$ cat config.mk
export PLATFORM = sky130hd
export DESIGN_NAME = seg_scan_scheduler
export DESIGN_NICKNAME = d
export VERILOG_FILES = /design/src/rtl/seg_scan_scheduler.sv
export SDC_FILE = /design/constraint.sdc
export NUM_CORES = 1
export LEC_CHECK = 0
export BUFFER_PORTS_ARGS = -buffer_cell sky130_fd_sc_hd__clkbuf_2
export CAP_MARGIN = 20
export CELL_PAD_IN_SITES_DETAIL_PLACEMENT = 2
export CELL_PAD_IN_SITES_GLOBAL_PLACEMENT = 2
export CORE_UTILIZATION = 40
export CTS_CLUSTER_DIAMETER = 40
export DETAILED_ROUTE_END_ITERATION = 8
export MAX_ROUTING_LAYER = met4
export PLACE_DENSITY = 0.95
export SKIP_CTS_REPAIR_TIMING = 1
export SYNTH_ARGS = -nofsm -noshare
export SYNTH_HDL_FRONTEND = slang
export SYNTH_SLANG_ARGS = --single-unit
export TNS_END_PERCENT = 100
$ cat constraint.sdc
create_clock -name clk -period 13 [get_ports clk]
set_input_delay 2.6 -clock clk [delete_from_list [all_inputs] [get_ports clk]]
set_output_delay 2.6 -clock clk [all_outputs]
set_load 0.005 [all_outputs]
$ cat src/rtl/seg_scan_scheduler.sv
// Digit scan sequencer for the multiplexed seven-segment display: per-digit on-time,
// inter-digit blanking, registered anode drive and a frame-synchronous one-deep sample buffer.
module seg_scan_scheduler #(
    parameter int TICKS_PER_DIGIT = 100000,
    parameter int BLANK_TICKS     = 1000,
    parameter int NUM_DIGITS      = 8
) (
    input  logic        clk,
    input  logic        rst,
    input  logic        data_valid,
    input  logic [47:0] data_in,
    output logic        data_ready,
    input  logic [7:0]  digit_mask,
    output logic [2:0]  cuenta,
    output logic [7:0]  AN,
    output logic        blank,
    output logic        frame_start,
    output logic [47:0] data_hold
);

    localparam int MAX_TICKS = (TICKS_PER_DIGIT > BLANK_TICKS) ? TICKS_PER_DIGIT : BLANK_TICKS;
    localparam int CW        = $clog2(MAX_TICKS + 1);
    localparam int BLANK_LAST_I = (BLANK_TICKS > 0) ? BLANK_TICKS - 1 : 0;

    localparam logic [CW-1:0] SHOW_LAST   = CW'(TICKS_PER_DIGIT - 1);
    localparam logic [CW-1:0] BLANK_LAST  = CW'(BLANK_LAST_I);
    localparam logic [2:0]    LAST_DIGIT  = 3'(NUM_DIGITS - 1);
    localparam logic          HAS_BLANK   = (BLANK_TICKS > 0);

    typedef enum logic {
        S_BLANK = 1'b0,
        S_SHOW  = 1'b1
    } state_t;

    localparam state_t START_STATE = HAS_BLANK ? S_BLANK : S_SHOW;

    state_t        state, state_next;
    logic [CW-1:0] cnt, cnt_next;
    logic [2:0]    cuenta_next;
    logic [7:0]    an_next;
    logic          blank_next;
    logic          fs_next;
    logic          primed, primed_next;

    logic [47:0]   pending;
    logic          pending_full;

    // The first edge after reset only loads the outputs for slot 0 (anode
    // pattern depends on digit_mask) and raises frame_start; no tick is counted.
    always_comb begin
        state_next  = state;
        cnt_next    = cnt + CW'(1);
        cuenta_next = cuenta;
        fs_next     = 1'b0;
        primed_next = 1'b1;

        if (!primed) begin
            cnt_next = cnt;
            fs_next  = 1'b1;
        end else begin
            case (state)
                S_BLANK: begin
                    if (cnt == BLANK_LAST) begin
                        state_next = S_SHOW;
                        cnt_next   = '0;
                    end
                end
                S_SHOW: begin
                    if (cnt == SHOW_LAST) begin
                        cnt_next   = '0;
                        state_next = HAS_BLANK ? S_BLANK : S_SHOW;
                        if (cuenta == LAST_DIGIT) begin
                            cuenta_next = 3'd0;
                            fs_next     = 1'b1;
                        end else begin
                            cuenta_next = cuenta + 3'd1;
                        end
                    end
                end
                default: begin
                    state_next = START_STATE;
                    cnt_next   = '0;
                end
            endcase
        end

        blank_next = (state_next == S_BLANK);
        an_next    = 8'hFF;
        if (state_next == S_SHOW && digit_mask[cuenta_next]) begin
            an_next = ~(8'b1 << cuenta_next);
        end
    end

    always_ff @(posedge clk or posedge rst) begin
        if (rst) begin
            state       <= START_STATE;
            cnt         <= '0;
            cuenta      <= 3'd0;
            AN          <= 8'hFF;
            blank       <= HAS_BLANK;
            frame_start <= 1'b0;
            primed      <= 1'b0;
        end else begin
            state       <= state_next;
            cnt         <= cnt_next;
            cuenta      <= cuenta_next;
            AN          <= an_next;
            blank       <= blank_next;
            frame_start <= fs_next;
            primed      <= primed_next;
        end
    end

    // Transfer has priority; while pending is full data_ready is low, so an
    // accept and a transfer can never coincide.
    always_ff @(posedge clk or posedge rst) begin
        if (rst) begin
            pending      <= '0;
            pending_full <= 1'b0;
            data_hold    <= '0;
        end else if (frame_start && pending_full) begin
            data_hold    <= pending;
            pending_full <= 1'b0;
        end else if (data_valid && !pending_full) begin
            pending      <= data_in;
            pending_full <= 1'b1;
        end
    end

    assign data_ready = !pending_full;

endmodule
==> flow_summary_export.csv, run 1 <==
group,metric,value,unit
detailed_routing,drc_errors,0,
clock_network,cts-htree-levels,4,
sta,slew_headroom,0.327,
job,maxCapViolCount,0,
sta,fmax,263,MHz
floorplanning,die_area,0.0139,sq mm
yosys,yosys-top-cells-count,"dfrtp_1 (120), mux2_2 (96), nand2_1 (13)",
power_and_ir_drop,power.density,208,mW/mm^2
detailed_routing,wl_per_cell,28.9,um
power_and_ir_drop,power_frac_comb,0.199,
grt,grt_use_total,0.309,
yosys,synth.area.top_cells,"dfrtp_1 (56%), mux2_2 (20%), dfstp_2 (4.4%)",
critical_path,path_class,"reg -> out",
floorplanning,die_h,118,um
run_status,status,"finished clean",
final_layout,diodes,0,
floorplanning,num_rows,41,
yosys,synth-edff-count,0,
final_layout,syn_to_final_growth,25.8,%
sta,rsz0062_at_grt,"no",
grt,grt_overflow,0,
floorplanning,io_pins,121,
placement,pre_cts_ws,8.82,ns
yosys,synth_seq_area_share,0.604,
critical_path,worstRegToRegCells,5,
clock_network,cts_sinks,129,
clock_network,clk_latency,0.43,ns
placement,hpwl,11400,um
power_and_ir_drop,p_switching,414,uW
yosys,yosysTopAreaCellShare,0.560,
sta,timing.final.hold_violations,0,
sta,setup_violations,0,
critical_path,startpoint_type,"flop",
power_and_ir_drop,pwr-share-seq,0.435,
critical_path,arrival,1.20,ns
sta,setup_tns,0,ns
worst_hold_path,holdCritPathClass,"reg -> reg",
power_and_ir_drop,worst_ir_drop_vdd,0.111,mV
sta,hold_slack,0.518,ns
yosys,netlist_instances,365,
placement,portBuffers,120,
sta,period_minus_slack,3.80,ns
grt,grt_pass1_wl,30200,um
yosys,ys_seq_elements,129,
grt,first_global_vias,4407,
yosys,synth_top_cell_by_area,"dfrtp_1",
clock_network,numCtsBuffers,17,
sta,slew_violations,0,
placement,place_inst,644,
yosys,synth_warnings,0,
floorplanning,start_util,0.418,
final_layout,nets,553,
detailed_routing,routed_wl,19400,um
final_layout,fillerInstances,1213,
yosys,synth.distinct_cells,51,
final_layout,drive_above_1_share,0.557,
sta,finalClockSkew,0.0111,ns
yosys,synth_top_flop_cell,"dfrtp_1",
critical_path,crit_fanout,3,
yosys,synth_area,0.00536,sq mm
critical_path,cp-end-kind,"primary output",
yosys,ys_async_sr_fraction,1.00,
grt,grt_antenna_before_repair,0,
power_and_ir_drop,p_leak,3.03,nW
clock_network,cts_max_path_buffers,2,
power_and_ir_drop,netSwitchingFraction,0.296,
floorplanning,die-width,118,um
yosys,synthMostInstantiatedCell,"dfrtp_1",
sta,tightest_slew,1.01,ns
critical_path,crit_required,10.40,ns
detailed_routing,viasPerCell,5.52,
power_and_ir_drop,pwr-share-clk,0.366,
worst_hold_path,min_delay_path_depth,1,
floorplanning,core,0.0128,sq mm
detailed_routing,first_pass_iters,4,
sta,setup_ws,9.20,ns
power_and_ir_drop,internal_power,986,uW
clock_network,clkTransAtPathRegs,0.05,ns
grt,grt_max_degree,68,
final_layout,fin_util,0.526,
yosys,avgSynthCellArea,14.7,sq um
detailed_routing,vias,3715,
final_layout,post_layout_nonfiller_instances,673,
placement,globalplace.congestion,0.801,
clock_network,cts_tree,"built",
detailed_routing,ant_nets,0,
detailed_routing,drtIter0Drc,252,
clock_network,root_buffer,"clkbuf_16",
yosys,synthesis.nets,427,
sta,min_period_over_period,0.292,
cells in the final DEF, fill, tap and decap left out, types with 2 or more instances in the layout:
master,netlist,final
a211oi_4,2,2
a21oi_1,11,11
a22oi_1,2,2
a31o_2,2,2
and3_1,4,4
and4_2,2,2
and4b_1,2,2
and4bb_4,2,2
buf_4,1,2
bufinv_16,0,4
clkbuf_1,4,3
clkbuf_16,0,17
clkbuf_2,0,120
clkbuf_8,0,3
clkinv_2,0,2
dfrtp_1,120,120
dfstp_2,9,9
ha_1,3,3
inv_1,8,7
mux2_1,2,2
mux2_2,96,96
nand2_1,13,12
nand2b_1,2,2
nand3_1,7,7
nand4_1,7,7
nor2_1,3,3
nor3_1,2,2
nor4_2,3,3
nor4b_2,2,2
o221ai_1,8,8
o22ai_1,3,3
o31ai_1,2,2
xnor2_1,8,8
xor2_1,4,4
state kept, by name (all words and copies together), names as in the netlist:
| signal | flops |
|---|---|
| cuenta | 3 |
| pending | 48 |
| data_hold | 48 |
| cnt | 17 |
| blank | 1 |
| primed | 1 |
| state | 1 |
| pending_full | 1 |
| AN | 8 |
| frame_start | 1 |
metrics by stage:
step,cell area (sq um),power (mW)
floorplan,5360,0.710
global placement,6110,0.810
detailed placement,6130,0.860
CTS,6740,1.41
global route,6740,1.45
finish,6740,1.40
worst max-delay path: stages, from the launching register on:
cell,delay (ns)
dfrtp_1,0.46
inv_1,0.15
clkbuf_2,0.17
cell type report:
| class | count | area (sq um) | share of cell area |
|---|---|---|---|
| Clock buffer | 23 | 478 | 0.0709 |
| Clock inverter | 6 | 130 | 0.0193 |
| Inverter | 8 | 32.5 | 0.00482 |
| Multi-Input combinational cell | 212 | 2010 | 0.298 |
| Sequential cell | 129 | 3240 | 0.480 |
| Tap cell | 172 | 215 | 0.0319 |
| Timing Repair Buffer | 123 | 636 | 0.0943 |
metal layers:
layer  GRT usage  part of all wire
met1       0.340              0.39
met2       0.538              0.53
met3      0.0848             0.051
met4       0.103             0.023
met5           -                 0
power groups by stage:
stage	clock (mW)	combinational [mW]	sequential (mW)
final	0.512	0.279	0.610
after global routing	0.532	0.297	0.619
after CTS	0.517	0.283	0.608
after detailed placement	0	0.260	0.600
after global placement	0	0.233	0.578
after floorplan	0	0.138	0.572
cells by family after synthesis:
family	synth area share
flip-flops	0.604
multiplexers	0.208
AND/OR/NAND/NOR	0.0901
AO/OA/AOI/OAI	0.0483
buffers and inverters	0.0224
XOR/XNOR	0.0196
adder cells (fa/ha/maj)	0.00700
other	0.000699
final timing paths:
path	startpoint	to	slack, ns
hold / removal	pending[39]	pending[39]	0.52
min in group asynchronous	rst	data_hold[19]	2.33
max in group asynchronous	rst	data_hold[20]	9.31
setup / recovery	pending_full	data_ready	9.20
hold reg to reg	pending[39]	pending[39]	0.52
setup reg to reg	cnt[0]	cnt[0]	10.48
No activity file was read; power rests on OpenSTA's default activity.
==> run 2, diff against run 1 <==
Settings changed: CORE_UTILIZATION 40 to 37, PLACE_DENSITY 0.95 to 0.9.
Clock period 13 ns to 3.8 ns, I/O delays scaled along.
==> run 2 against run 1 <==
Effect of this change: register-to-register slack lost 9.0 ns; final cell count grew 1.6%; sequential cell count is the same; sequential power grew to 3.3 times the previous value; die area grew 8.0%; sequential share of layout area shrank 0.080 points; core utilization shrank 4.3 points; critical path depth grew 3; combinational power grew to 3.1 times the previous value; clock skew shrank 0.0046 ns; clock power grew to 3.3 times the previous value; worst setup slack lost 7.7 ns; highest routed layer unchanged.
==> flow_summary_export.csv, run 2 (synthesis gave the netlist of run 1 again) <==
group,metric,value,unit
run_status,status,"finished clean",
sta,period_minus_slack,2.29,ns
final_layout,final_cell_mix,"dfrtp_1 (120), clkbuf_2 (120), mux2_2 (96)",
grt,grt_use_total,0.219,
final_layout,nets,553,
placement,portBuffers,120,
sta,slew_headroom,0.348,
floorplanning,core,0.0140,sq mm
grt,grt_max_degree,130,
final_layout,syn_to_final_growth,26.0,%
job,maxCapViolCount,0,
sta,finalClockSkew,0.00649,ns
clock_network,cts-htree-levels,4,
final_layout,post_layout_nonfiller_instances,684,
critical_path,path_class,"reg -> reg",
sta,fmax,438,MHz
power_and_ir_drop,power.density,675,mW/mm^2
worst_hold_path,min_delay_path_depth,1,
detailed_routing,viasPerCell,5.16,
power_and_ir_drop,netSwitchingFraction,0.283,
power_and_ir_drop,p_leak,3.02,nW
critical_path,cp-end-kind,"flop",
clock_network,cts_tree,"built",
power_and_ir_drop,internal_power,3.27,mW
detailed_routing,wl_per_cell,21.6,um
floorplanning,io_pins,121,
placement,hpwl,9710,um
detailed_routing,vias,3532,
sta,tightest_slew,0.977,ns
grt,grt_pass1_wl,23300,um
detailed_routing,drtIter0Drc,141,
floorplanning,num_rows,43,
grt,grt_antenna_before_repair,0,
sta,timing.final.hold_violations,0,
critical_path,crit_required,4.05,ns
clock_network,clk_latency,0.42,ns
detailed_routing,drc_errors,0,
critical_path,startpoint_type,"flop",
power_and_ir_drop,pwr-share-clk,0.368,
placement,place_inst,652,
power_and_ir_drop,power_frac_comb,0.191,
sta,setup_tns,0,ns
sta,min_period_over_period,0.601,
power_and_ir_drop,pwr-share-seq,0.441,
floorplanning,start_util,0.383,
grt,first_global_vias,4077,
worst_hold_path,holdCritPathClass,"reg -> reg",
detailed_routing,routed_wl,14800,um
critical_path,worstRegToRegCells,5,
floorplanning,die_h,122,um
detailed_routing,ant_nets,0,
clock_network,cts_max_path_buffers,2,
sta,setup_violations,0,
grt,grt_overflow,0,
critical_path,rrSetupSlack,1.51,ns
critical_path,crit_fanout,11,
detailed_routing,first_pass_iters,4,
final_layout,seq_area,0.00324,sq mm
sta,slew_violations,0,
clock_network,clkTransAtPathRegs,0.06,ns
final_layout,fillerInstances,1347,
final_layout,reg_top3,"data_hold (48), pending (48), cnt (17)",
floorplanning,die-width,122,um
power_and_ir_drop,worst_ir_drop_vdd,0.358,mV
sta,rsz0062_at_grt,"no",
power_and_ir_drop,p_switching,1.29,mW
clock_network,numCtsBuffers,17,
final_layout,multi_input_area,0.00201,sq mm
placement,globalplace.congestion,0.836,
clock_network,cts_sinks,129,
floorplanning,die_area,0.0150,sq mm
final_layout,diodes,0,
clock_network,root_buffer,"clkbuf_16",
final_layout,drive_above_1_share,0.565,
critical_path,arrival,2.53,ns
run 2: cell types whose count changed in the layout (fill, tap and decap cells not counted):
| cell | previous run | this run |
|---|---|---|
| clkinv_4 | 0 | 2 |
| inv_6 | 0 | 4 |
| clkbuf_8 | 3 | 0 |
| inv_4 | 1 | 0 |
| clkinvlp_4 | 0 | 5 |
| bufinv_16 | 4 | 3 |
| clkbuf_1 | 3 | 0 |
run 2: final cells by class:
type                       count  share of cell area
multi-input combinational    212               0.298
clock buffer                  17              0.0630
sequential                   129               0.480
tap                          180              0.0333
timing repair buffer         123              0.0941
clock inverter                15              0.0270
inverter                       8             0.00500
run 2: final timing paths:
| kind | to | start |
|---|---|---|
| setup reg to reg | cnt[0] | cnt[0] |
| hold reg to reg | data_hold[15] | pending[15] |
| setup / recovery | cnt[0] | cnt[0] |
| hold / removal | data_hold[15] | pending[15] |
| max in group asynchronous | pending[26] | rst |
| min in group asynchronous | pending[46] | rst |
run 2: worst max-delay path, cell delays in order (launching register included):
cell	delay, ns
dfrtp_1	0.41
ha_1	0.23
and4bb_4	0.31
nand3_1	0.14
o22ai_1	0.79
o21ai_0	0.23
run 2: power groups by stage:
stage / clock [mW] / sequential [mW] / combinational, mW
3_5_place_dp: 0 / 2.02 / 0.868
2_1_floorplan: 0 / 1.96 / 0.472
6_report: 1.68 / 2.01 / 0.871
4_1_cts: 1.71 / 2.01 / 0.898
5_1_grt: 1.77 / 2.05 / 0.965
3_3_place_gp: 0 / 1.97 / 0.806
run 2: metrics by stage:
stage / util / total power, mW / hold WS, ns / area [sq um] / setup WS (ns)
2_1_floorplan: - / 2.43 / 0.452 / 5370 / 1.45
5_1_grt: 0.483 / 4.79 / 0.514 / 6750 / 1.27
3_3_place_gp: 0.439 / 2.77 / 0.470 / 6150 / 1.75
3_5_place_dp: 0.439 / 2.89 / 0.489 / 6150 / 1.57
4_1_cts: 0.483 / 4.62 / 0.504 / 6750 / 1.51
6_report: 0.483 / 4.56 / 0.504 / 6750 / 1.51
run 2: layer usage:
metal / share of wire / up-vias / track usage
li1: - / 1580 / -
met1: 0.42 / 1843 / 0.253
met2: 0.52 / 91 / 0.370
met3: 0.045 / 18 / 0.0613
met4: 0.015 / 0 / 0.0617
met5: 0 / - / -
